### config.mk
export PLATFORM = sky130hd
export DESIGN_NAME = ntt_intt_load_seq
export DESIGN_NICKNAME = d
export VERILOG_FILES = /design/src/rtl/ntt_intt_load_seq.sv
export SDC_FILE = /design/constraint.sdc
export NUM_CORES = 1
export LEC_CHECK = 0
export ABC_AREA = 1
export CAP_MARGIN = 10
export CORE_MARGIN = 2
export CORE_UTILIZATION = 55
export DETAILED_ROUTE_END_ITERATION = 12
export DONT_BUFFER_PORTS = 1
export PLACE_DENSITY_LB_ADDON = 0.3
export SETUP_SLACK_MARGIN = 0.2
export SLEW_MARGIN = 20
export SYNTH_ARGS = -nofsm -noshare
export SYNTH_HDL_FRONTEND = slang
export SYNTH_SLANG_ARGS = --single-unit
### constraint.sdc
create_clock -name clk -period 1.98 [get_ports clk]
set_clock_uncertainty 0.1 [all_clocks]
set_input_delay 0.495 -clock clk [delete_from_list [all_inputs] [get_ports clk]]
set_output_delay 0.495 -clock clk [all_outputs]
set_load 0.01 [all_outputs]
### src/rtl/ntt_intt_load_seq.sv
// Load sequencer for the Kyber NTT/INTT core: unpacks 32-bit words into two
// reduced coefficients, streams them to the core and sequences load/start/done.
module ntt_intt_load_seq #(
    parameter int N_COEFFS = 256,
    parameter int Q        = 3329,
    parameter int COEF_W   = 16,
    parameter int DATA_W   = 32,
    parameter int CNT_W    = 9
) (
    input  logic              clk,
    input  logic              rst_n,
    input  logic              start_i,
    input  logic              mode_i,
    input  logic              clear_i,
    input  logic [DATA_W-1:0] word_i,
    input  logic              word_valid_i,
    output logic              word_ready_o,
    output logic              load_a_f_o,
    output logic              load_a_i_o,
    output logic [DATA_W-1:0] din_o,
    output logic              din_en_o,
    output logic              start_fntt_o,
    output logic              start_intt_o,
    input  logic              core_done_i,
    output logic              busy_o,
    output logic              done_o,
    output logic              err_o,
    output logic [CNT_W-1:0]  coef_cnt_o
);

    localparam int RED_W = $clog2(Q);
    localparam logic [CNT_W-1:0] N_FULL  = CNT_W'(N_COEFFS);
    localparam logic [CNT_W-1:0] N_WORDS = CNT_W'(N_COEFFS / 2);

    typedef enum logic [2:0] {
        S_IDLE,
        S_LOAD,
        S_FILL,
        S_START,
        S_RUN
    } state_t;

    state_t             state_q;
    logic               mode_q;
    logic [COEF_W-1:0]  hold_q;
    logic               hv_q;
    logic               half_q;
    logic [RED_W-1:0]   din_q;
    logic               din_en_q;
    logic [CNT_W-1:0]   words_q;
    logic [CNT_W-1:0]   cnt_q;
    logic               err_q;
    logic               ld_f_q;
    logic               ld_i_q;
    logic               st_f_q;
    logic               st_i_q;
    logic               done_q;

    logic               accept;
    logic               emit_hi;
    logic [COEF_W-1:0]  word_lo;
    logic [COEF_W-1:0]  word_hi;
    logic [RED_W-1:0]   din_d;
    logic               bad_d;

    // Single conditional subtraction; anything at or above 2Q is flagged and zeroed.
    function automatic logic [RED_W-1:0] reduce_coef(input logic [COEF_W-1:0] c);
        logic [COEF_W-1:0] diff;
        diff = c - COEF_W'(Q);
        if (c < COEF_W'(Q))
            reduce_coef = c[RED_W-1:0];
        else if (c < COEF_W'(2 * Q))
            reduce_coef = diff[RED_W-1:0];
        else
            reduce_coef = '0;
    endfunction

    function automatic logic coef_bad(input logic [COEF_W-1:0] c);
        coef_bad = (c >= COEF_W'(2 * Q));
    endfunction

    assign word_lo = word_i[COEF_W-1:0];
    assign word_hi = word_i[2*COEF_W-1:COEF_W];

    // The holding register frees up while its high half is on din_o, so a new
    // word can land exactly when the previous one has been fully emitted.
    assign word_ready_o = (state_q == S_FILL) && (words_q < N_WORDS) && (!hv_q || half_q);
    assign accept       = word_valid_i && word_ready_o;
    assign emit_hi      = hv_q && !half_q;
    assign din_d        = accept ? reduce_coef(word_lo) : reduce_coef(hold_q);
    assign bad_d        = accept ? coef_bad(word_lo) : coef_bad(hold_q);

    always_ff @(posedge clk or negedge rst_n) begin
        if (!rst_n) begin
            state_q  <= S_IDLE;
            mode_q   <= 1'b0;
            hold_q   <= '0;
            hv_q     <= 1'b0;
            half_q   <= 1'b0;
            din_q    <= '0;
            din_en_q <= 1'b0;
            words_q  <= '0;
            cnt_q    <= '0;
            err_q    <= 1'b0;
            ld_f_q   <= 1'b0;
            ld_i_q   <= 1'b0;
            st_f_q   <= 1'b0;
            st_i_q   <= 1'b0;
            done_q   <= 1'b0;
        end else begin
            ld_f_q   <= 1'b0;
            ld_i_q   <= 1'b0;
            st_f_q   <= 1'b0;
            st_i_q   <= 1'b0;
            done_q   <= 1'b0;
            din_en_q <= 1'b0;
            if (clear_i) begin
                state_q <= S_IDLE;
                hv_q    <= 1'b0;
                half_q  <= 1'b0;
                words_q <= '0;
                cnt_q   <= '0;
                err_q   <= 1'b0;
            end else begin
                case (state_q)
                    S_IDLE: begin
                        if (start_i) begin
                            mode_q  <= mode_i;
                            cnt_q   <= '0;
                            words_q <= '0;
                            hv_q    <= 1'b0;
                            half_q  <= 1'b0;
                            ld_f_q  <= !mode_i;
                            ld_i_q  <= mode_i;
                            state_q <= S_LOAD;
                        end
                    end
                    S_LOAD: state_q <= S_FILL;
                    S_FILL: begin
                        if (cnt_q == N_FULL) begin
                            state_q <= S_START;
                            st_f_q  <= !mode_q;
                            st_i_q  <= mode_q;
                            hv_q    <= 1'b0;
                        end else begin
                            if (accept || emit_hi) begin
                                din_q    <= din_d;
                                din_en_q <= 1'b1;
                                cnt_q    <= cnt_q + CNT_W'(1);
                                if (bad_d)
                                    err_q <= 1'b1;
                            end
                            if (accept) begin
                                hold_q  <= word_hi;
                                hv_q    <= 1'b1;
                                half_q  <= 1'b0;
                                words_q <= words_q + CNT_W'(1);
                            end else if (emit_hi) begin
                                half_q <= 1'b1;
                            end else if (half_q) begin
                                hv_q <= 1'b0;
                            end
                        end
                    end
                    S_START: state_q <= S_RUN;
                    S_RUN: begin
                        if (core_done_i) begin
                            state_q <= S_IDLE;
                            done_q  <= 1'b1;
                        end
                    end
                    default: state_q <= S_IDLE;
                endcase
            end
        end
    end

    assign load_a_f_o   = ld_f_q;
    assign load_a_i_o   = ld_i_q;
    assign start_fntt_o = st_f_q;
    assign start_intt_o = st_i_q;
    assign done_o       = done_q;
    assign err_o        = err_q;
    assign din_en_o     = din_en_q;
    assign din_o        = DATA_W'(din_q);
    assign coef_cnt_o   = cnt_q;
    assign busy_o       = (state_q != S_IDLE);

endmodule

Word-level counts from Yosys, hierarchy flattened
Cells that the tools add are included. Widths: inputs -> output; s select.

Memories: 0. Output and inout port bits: 50. Input bits: 39. Bits in latches: 0. Logic and storage cells: 124. Flip-flop bits (word level): 59. Bits in writable memories: 0. Memory bits (read-only): 0.

Reduce and logical (&&, ||, !) cells: 25. Bitwise operators: 2. Div/mod/pow operators: 0. Magnitude comparators: 7. Multiplexer cells: 56. Shift-type cells: 0. Eq/ne operators: 15. Add/sub/neg operators: 4. $mul: 0.

Operators by type and width (count): $mux 9 (7); $mux 12 (5); $pmux 9 s2 (2); $mux 1 (35); $ge 16x13->1 const B (2); $lt 16x12->1 const B (2); $lt 16x13->1 const B (2); $reduce_and 4->1 (7); $sub 12x12->12 const B (2); $add 9x1->9 const B (2); $pmux 3 s5 (1); $mux 3 (4); $ne 3x3->1 const B (4); $ne 5x4->1 const B (2); $eq 9x9->1 const B (1); $lt 9x8->1 const B (1); $eq 3x2->1 const B (2); $ne 3x2->1 const B (2); $reduce_and 3->1 (2); $reduce_bool 2->1 (3); $reduce_bool 3->1 (2); $logic_and 1x1->1 (4); $logic_not 1->1 (4); $ne 4x4->1 const B (1); other kinds (7) (10).

Logic depth before layout (Yosys ltp)
Gate-level depths: netlist of the first run.

Word-level depth: 10. Gate-level depth with buffers: 14. Depth with buffers taken out: 13.

Least setup slack after synthesis of the first run
No wires, ideal clock.

Path type: input -> register. Start: in word_i[0]. End: reg din_q[1]. Setup slack: 0.115 ns. Buffers on the path: 1. Stages on the path: 12. Setup time: 0.116 ns. Required time: 1.764 ns. Arrival: 1.649 ns. Path through: inv_1 ha_1 nand2_1 o21ai_1 nand2_1 buf_2 o21ai_0 inv_1 nand2_1 nand2_1 nand2_1 nand2_1.

Word-level cells in the longest chain between the ends: 4. Elaborated cells between the ends (all ways): 6. Classes of those cells: add/sub (1); order compare (2); mux (3).

RTL lines: start: declaration (RTL line 15) `input logic [DATA_W-1:0] word_i,`; $lt 16x13->1 or $sub 12x12->12 (tied branches) (RTL line 72, 69); $mux 12 (RTL line 72) `else if (c < COEF_W'(2 * Q))`; $mux 12 * (RTL line 70) `if (c < COEF_W'(Q))`; $mux 12 * (RTL line 90) `assign din_d = accept ? reduce_coef(word_lo) : reduce_coef(hold_q);`; end signal: assignment (RTL line 147) `din_q <= din_d;`; end: declaration (RTL line 48) `logic [RED_W-1:0] din_q;`.

Mark *: on every way between the ends. The rest lies on a longest branch, timed or not. A chain may end at the register's enable or synchronous reset.

Worst setup path after layout of the first run
Start: reg cnt_q[0] (netlist: coef_cnt_o[0]). End: reg cnt_q[6] (netlist: coef_cnt_o[6]).

Word-level cells in the longest chain between the ends: 5. Elaborated cells between the ends (all ways): 8. Classes of those cells: add/sub (1); eq/ne (2); mux (4); reduce/logical (1).

RTL lines: start: declaration (RTL line 51) `logic [CNT_W-1:0] cnt_q;`; start signal: assignment (RTL line 149) `cnt_q <= cnt_q + CNT_W'(1);`; $add 9x1->9 (RTL line 149); $mux 9 (RTL line 146) `if (accept || emit_hi) begin`; $mux 9 (RTL line 140) `if (cnt_q == N_FULL) begin`; $pmux 9 s2 (RTL line 125) `case (state_q)`; $mux 9 (RTL line 117) `if (clear_i) begin`.

Several ways; a longest one is shown, not always the timed one. The select of a mux whose other input is x is not followed.

==> results of run 1 <==
==> flip-flops by register name (all words and copies together), names as in the netlist <==
name and count:
start_fntt_o 1, load_a_i_o 1, start_intt_o 1, state_q 3
hv_q 1, mode_q 1, half_q 1, din_q 12
coef_cnt_o 9, err_o 1, words_q 9, hold_q 16
din_en_o 1, load_a_f_o 1, done_o 1
==> cells in the mapped netlist, types with 6 or more instances <==
library cell    n
ha_1            7
nor3_1         10
buf_2           6
nand2_1       187
o21ai_0        26
inv_1          60
nand3_1        59
nand4_1        14
dfrtp_1        59
buf_4          22
a21oi_1         9
o21ai_2         7
nor2_1         58
==> worst paths after layout <==
kind | start | endpoint | slack (ns) | depth (start not counted)
worst max-delay path | coef_cnt_o[0] | coef_cnt_o[6] | 0.1 | 11
worst min-delay path | rst_n | done_o | -0.26 | 0
worst max register to register | coef_cnt_o[0] | coef_cnt_o[6] | 0.1 | 11
worst min register to register | mode_q | start_fntt_o | 0.32 | 1
max in group asynchronous | rst_n | hold_q[10] | 1.92 | 0
min in group clk | clear_i | err_o | 0.11 | 1
==> layout by cell type (no fill, tap or decap), types with 12 or more instances in the layout <==
master / synthesis / layout
inv_1: 60 / 52
buf_4: 22 / 42
nand2_1: 187 / 167
nor2_1: 58 / 49
nand3_1: 59 / 58
buf_6: 4 / 12
nand4_1: 14 / 14
nand2_2: 2 / 19
dfrtp_1: 59 / 59
o21ai_0: 26 / 20
conb_1: 1 / 20
==> logic make-up after synthesis <==
family | count (synthesis) | share of synthesized area
AO/OA/AOI/OAI | 49 | 0.0727
XOR/XNOR | 4 | 0.00896
adder cells (fa/ha/maj) | 7 | 0.0224
buffers and inverters | 98 | 0.126
flip-flops | 59 | 0.378
other | 1 | 0.000959
AND/OR/NAND/NOR | 346 | 0.391
==> per-stage QoR <==
stage / hold slack, ns / TNS, ns / cell area [um2] / setup slack, ns
final: -0.262 / 0 / 4750 / 0.0991
after global routing: -0.279 / 0 / 4750 / 0.0218
after CTS: -0.268 / 0 / 4440 / 0.125
after detailed placement: 0.101 / -1.40 / 4070 / -0.150
after global placement: 0.101 / -0.505 / 4070 / -0.0766
after floorplan: 0.0994 / 0 / 3990 / 0.188
==> power by group through the flow <==
stage               clock network (W)  registers, W  logic, W
floorplan                           0       0.00150  0.000605
global placement                    0       0.00152  0.000750
detailed placement                  0       0.00153  0.000769
CTS                          0.000943       0.00151  0.000852
global route                  0.00102       0.00154   0.00114
finish                       0.000935       0.00152   0.00104
==> final cells by class <==
| type | instances | area share |
|---|---|---|
| Multi-Input combinational cell | 430 | 0.472 |
| Sequential cell | 59 | 0.311 |
| Tap cell | 96 | 0.0253 |
| Timing Repair Buffer | 54 | 0.0948 |
| Inverter | 66 | 0.0579 |
| Clock inverter | 5 | 0.00632 |
| Timing Repair inverter | 3 | 0.00474 |
| Clock buffer | 11 | 0.0277 |
==> metal layers <==
layer,global-route usage,vias to the layer above
li1,-,1884
met1,0.355,1832
met2,0.407,175
met3,0.0541,26
met4,0.112,0
met5,0,-
==> timing repair <==
| action | in CTS | in global routing |
|---|---|---|
| hold endpoints to repair | 59 | 59 |
| pin swaps | 8 | 21 |
| gates cloned | 2 | 5 |
| resized for setup | 24 | 62 |
| endpoints found under the setup margin | 43 | 50 |
| setup buffers | 15 | 11 |
==> results.md, run 1 <==
* Status: finished with violations
* Failing checks: negative hold slack
* PortBufs at 0
* Post-synth cell types at 34
* Drt total wl at 10600 um
* DRC Markers at 0
* Routed Antenna Nets at 0
* Num ports at 89
* DP Wirelength at 7080 um
* Initial Util at 0.572
* Leakage Power at 2.45 nW
* Die ar. at 0.00780 mm2
* HP Class: in2async
* Final Non-Filler Cells at 724
* Power per cell area at 735 mW/mm2
* Nets@finish at 669
* Multi-input gate area at 0.00224 mm2
* Net Sw Frac at 0.372
* Top routing layer in use: met4
* Maxcap violations at 0
* Site row count at 30
* Data arrival, critical path at 2.02 ns
* Htree depth at 3
* CP max FO at 6
* CP Class: reg2reg
* Count of yosys warnings during synthesis at 0
* CP endpoint kind: flop
* Fraction of layout cells with a size suffix above 1 at 0.232
* Mapped Area at 0.00391 mm2
* Sw Pwr at 0.00130 W
* Gr ovfl total at 0
* Setup-failing EPs final at 0
* Clock power frac at 0.268
* Flops & latches, synth at 59
* Clk buf depth at 2
* Cell Int Power at 0.00219 W
* GP Congestion at 0.913
* Slowest CP cell: dfrtp_1
* Fmax at 532 MHz
* Cells after DPL at 675
* Clock sink total at 59
* RSZ-0062 raised after global routing: yes
* WL/cell at 14.7 um
* Post-synth EDFFs at 0
* Rel. slew slack at 0.638
* Sequential group share of total power at 0.434
* Number of global-route vias before repair at 3507
* First-pass GRT wire length at 15900 um
* DRT iter0 DRCs at 298
* Top cell by count, worst path: inv_2
* Post-Syn Instances at 564
* Slew Limit Fails at 0
* Fillers at 569
* VDD IR max at 0.539 mV
* Comb power frac at 0.298
* TritonCTS clock tree: yes
* Number of clock buffers inserted by TritonCTS at 9
* Startpoint types: flop
* Synthesized area per cell at 6.93 um2
* Ant diodes at 0
* Power after layout at 0.00349 W
* Routed wl met2 at 5000 um
* Register area at 0.00148 mm2
* Ranking of synthesized cells by area: dfrtp_1 38%, nand2_1 18%, nand3_1 7.6%
* Fin crit share at 0.950
* Root Driver: clkbuf_8
* Worst path cell trace: inv_2 -> ha_4 -> nand4_1 -> nor2_2 -> nand2_1 -> nand2_2 -> inv_2 -> nand2_8 -> clkinvlp_4 -> nand3_1 -> o21ai_2
* DRT Pass-1 Iters at 5
* Synth async-reset ratio at 1.00
* Largest net degree at the start of global routing at 60
* Final hold slack at -0.262 ns
* Tmin final at 1.88 ns
* Worst EP required at 2.12 ns
* Top FF cell, synth: dfrtp_1
* Post-synthesis sequential area ratio at 0.378
* Die Y at 88.3 um
* Crit path max-delay family: simple AND/OR/NAND/NOR gates
* Final Util at 0.695
* Core footprint at 0.00683 mm2
* Vias at 3917
* Final hold vios at 59
* Top cell type's share of synthesized area at 0.378
* Skew-Pair Late Insertion Delay at 0.35 ns
* Initial antenna violation count at 0
* Routed vias/inst at 5.41
* Area Growth Syn to Fin at 21.5%
* Met1 wire length at 4540 um
* CP Buf/Inv Count at 3
* Actual slew at the worst max-slew pin at 0.539 ns
* Routed wl met3 at 786 um
* Clock slew at reported path FFs at 0.08 ns
* Die width at 88.3 um
* All-Layer GR Usage at 0.262
* Yosys top cell by area: dfrtp_1
* CP peak stage delay at 0.39 ns
Note: power is estimated with default switching activity, not from simulation.
==> run 2, diff against run 1 <==
--- a/config.mk
+++ b/config.mk
@@ -7,7 +7,7 @@
 export LEC_CHECK = 0
 export ABC_AREA = 1
 export CAP_MARGIN = 10
-export CORE_MARGIN = 2
+export CORE_MARGIN = 3
 export CORE_UTILIZATION = 55
 export DETAILED_ROUTE_END_ITERATION = 12
 export DONT_BUFFER_PORTS = 1
==> run 2 against run 1 <==
Compared with the run above: register-to-register slack improved by 0.02 ns; clock-buffer cell count decreased by 1; routed wire length is 6.0% lower; worst hold slack worse by 0.010 ns; fmax grew 0.91%; final cell count fell by 1.7%; the run still ends with negative hold slack left; largest power group unchanged; first-iteration DRC count decreased by 3.4%; critical path type unchanged; critical path depth is the same.
==> results.md, run 2 (synthesis results as in run 1) <==
* Status: finished with violations
* Failing checks: negative hold slack
* Initial antenna violation count at 0 (unchanged)
* Largest register by flop count: hold_q
* Final hold vios at 59 (unchanged)
* Fin crit share at 0.941 (-0.00854)
* Fraction of layout cells with a size suffix above 1 at 0.196 (-0.0361)
* PortBufs at 0 (unchanged)
* Die ar. at 0.00815 mm2 (+4.6%)
* Worst EP required at 2.13 ns (about the same)
* DRT Pass-1 Iters at 5 (unchanged)
* CP Buf/Inv Count at 3 (unchanged)
* Gr ovfl total at 0 (unchanged)
* TritonCTS clock tree: yes
* WL/cell at 14.0 um (-4.4%)
* First-pass GRT wire length at 16000 um (+0.13%)
* Area Growth Syn to Fin at 19.7%
* Leakage Power at 2.40 nW (-2.2%)
* VDD IR max at 0.784 mV (+46%)
* Flop2flop setup slack at 0.12 ns (+0.02 ns)
* DRT iter0 DRCs at 288 (-3.4%)
* Crit path max-delay family: simple AND/OR/NAND/NOR gates
* Die width at 90.3 um (+2.3%)
* Maxcap violations at 0 (unchanged)
* Clock sink total at 59 (unchanged)
* Skew-Pair Late Insertion Delay at 0.35 ns (about the same)
* Biggest regs: hold_q (16), din_q (12)
* Met1 Resource Use GR at 0.326 (-0.0290)
* Final Non-Filler Cells at 712 (-1.7%)
* Site row count at 30 (unchanged)
* Fmax at 536 MHz (+0.91%)
* CP peak stage delay at 0.41 ns (+0.02 ns)
* CP endpoint kind: flop
* Nets@finish at 657 (-1.8%)
* Setup-failing EPs final at 0 (unchanged)
* Clk buf depth at 2 (unchanged)
* Die Y at 90.3 um (+2.3%)
* Htree depth at 3 (unchanged)
* Slew Limit Fails at 0 (unchanged)
* CP max FO at 6 (unchanged)
* Number of clock buffers inserted by TritonCTS at 9 (unchanged)
* Initial Util at 0.572 (unchanged)
* Tmin final at 1.86 ns (-0.0169 ns)
* RSZ-0062 raised after global routing: yes
* Data arrival, critical path at 2.01 ns (about the same)
* CP Class: reg2reg
* Vias at 3738 (-4.6%)
* Startpoint types: flop
* All-Layer GR Usage at 0.241 (-0.0212)
* Worst path cell trace: inv_2 -> ha_1 -> nand4_1 -> nor2_2 -> nand2_2 -> nand2_4 -> inv_4 -> nand2_8 -> clkinvlp_4 -> nand3_1 -> o21ai_2
* Cells after DPL at 675 (unchanged)
* Slowest CP cell: dfrtp_1
* Largest net degree at the start of global routing at 60 (unchanged)
* Commonest non-fill, non-tap cells in the layout: 183 x nand2_1, 59 x dfrtp_1, 57 x nand3_1, 52 x inv_1, 48 x nor2_1
* Routed vias/inst at 5.25 (-3.0%)
* Core footprint at 0.00683 mm2 (unchanged)
* DRC Markers at 0 (unchanged)
* Power per cell area at 789 mW/mm2 (+7.4%)
* Most common library cell in the layout ignoring fill and taps: nand2_1
* Root Driver: clkbuf_8
* Num ports at 89 (unchanged)
* DP Wirelength at 6990 um (-1.3%)
* Clock slew at reported path FFs at 0.08 ns (about the same)
* Max reg flops at 16 (unchanged)
* Number of global-route vias before repair at 3427 (-2.3%)
* Drt total wl at 9980 um (-6.0%)
* GP Congestion at 1.01 (+11%)
* Grt met3 use at 0.0550 (+0.000896)
* Final hold slack at -0.272 ns (-0.0103 ns)
* Routed Antenna Nets at 0 (unchanged)
* HP Class: in2async
* Fillers at 563 (-1.1%)
* Ant diodes at 0 (unchanged)
* GR peak layer: met2
* Met2 usage in global routing at 0.365 (-0.0421)
run 2: cell count changes in the layout (fill, tap and decap cells not counted), sizes merged:
cell / delta
buf: -10
nor2: -2
clkinv: -3
o21ai: +1
clkinvlp: -1
bufinv: +2
inv: +2
clkbuf: -1
run 2: layout make-up:
type / count / area, um2 / share of cell area
Inverter: 66 / 264 / 0.0564
Clock inverter: 6 / 88.8 / 0.0190
Clock buffer: 10 / 138 / 0.0294
Timing Repair Buffer: 44 / 373 / 0.0797
Multi-Input combinational cell: 429 / 2200 / 0.471
Timing Repair inverter: 2 / 13.8 / 0.00294
Sequential cell: 59 / 1480 / 0.316
Tap cell: 96 / 120 / 0.0257
run 2: worst paths after layout:
path                               startpoint            end  cells past startpoint
max in group asynchronous               rst_n      hold_q[2]                      0
worst min register to register         mode_q   start_fntt_o                      1
worst max register to register  coef_cnt_o[0]  coef_cnt_o[4]                     11
worst min-delay path                    rst_n     load_a_i_o                      0
min in group clk                      clear_i          err_o                      1
worst max-delay path            coef_cnt_o[0]  coef_cnt_o[4]                     11
run 2: repair_timing:
| item | CTS | global route |
|---|---|---|
| setup buffers | 7 | 9 |
| hold endpoints to repair | 59 | 59 |
| setup endpoints to repair | 44 | 51 |
| gates cloned | 3 | 2 |
| pin swaps | 7 | 9 |
| gates resized for setup | 26 | 34 |
run 2: per-layer routing:
layer	vias to the layer above	wire (um)
li1	1861	-
met1	1703	4350
met2	153	4660
met3	21	689
met4	0	271
met5	-	0
run 2: power by group:
group	switching, W	internal (W)
clock	0.000495	0.000742
combinational	0.000591	0.000350
sequential	0.000163	0.00135
run 2: metrics by stage:
| stage | setup WS, ns | TNS, ns | instance area, um2 | utilization | total power, W |
|---|---|---|---|---|---|
| 2_1_floorplan | 0.188 | 0 | 3990 | - | 0.00210 |
| 3_3_place_gp | -0.0859 | -0.601 | 4070 | 0.596 | 0.00228 |
| 3_5_place_dp | -0.114 | -0.944 | 4070 | 0.596 | 0.00230 |
| 4_1_cts | 0.124 | 0 | 4450 | 0.652 | 0.00361 |
| 5_1_grt | 0.0201 | 0 | 4680 | 0.685 | 0.00391 |
| 6_report | 0.116 | 0 | 4680 | 0.685 | 0.00369 |
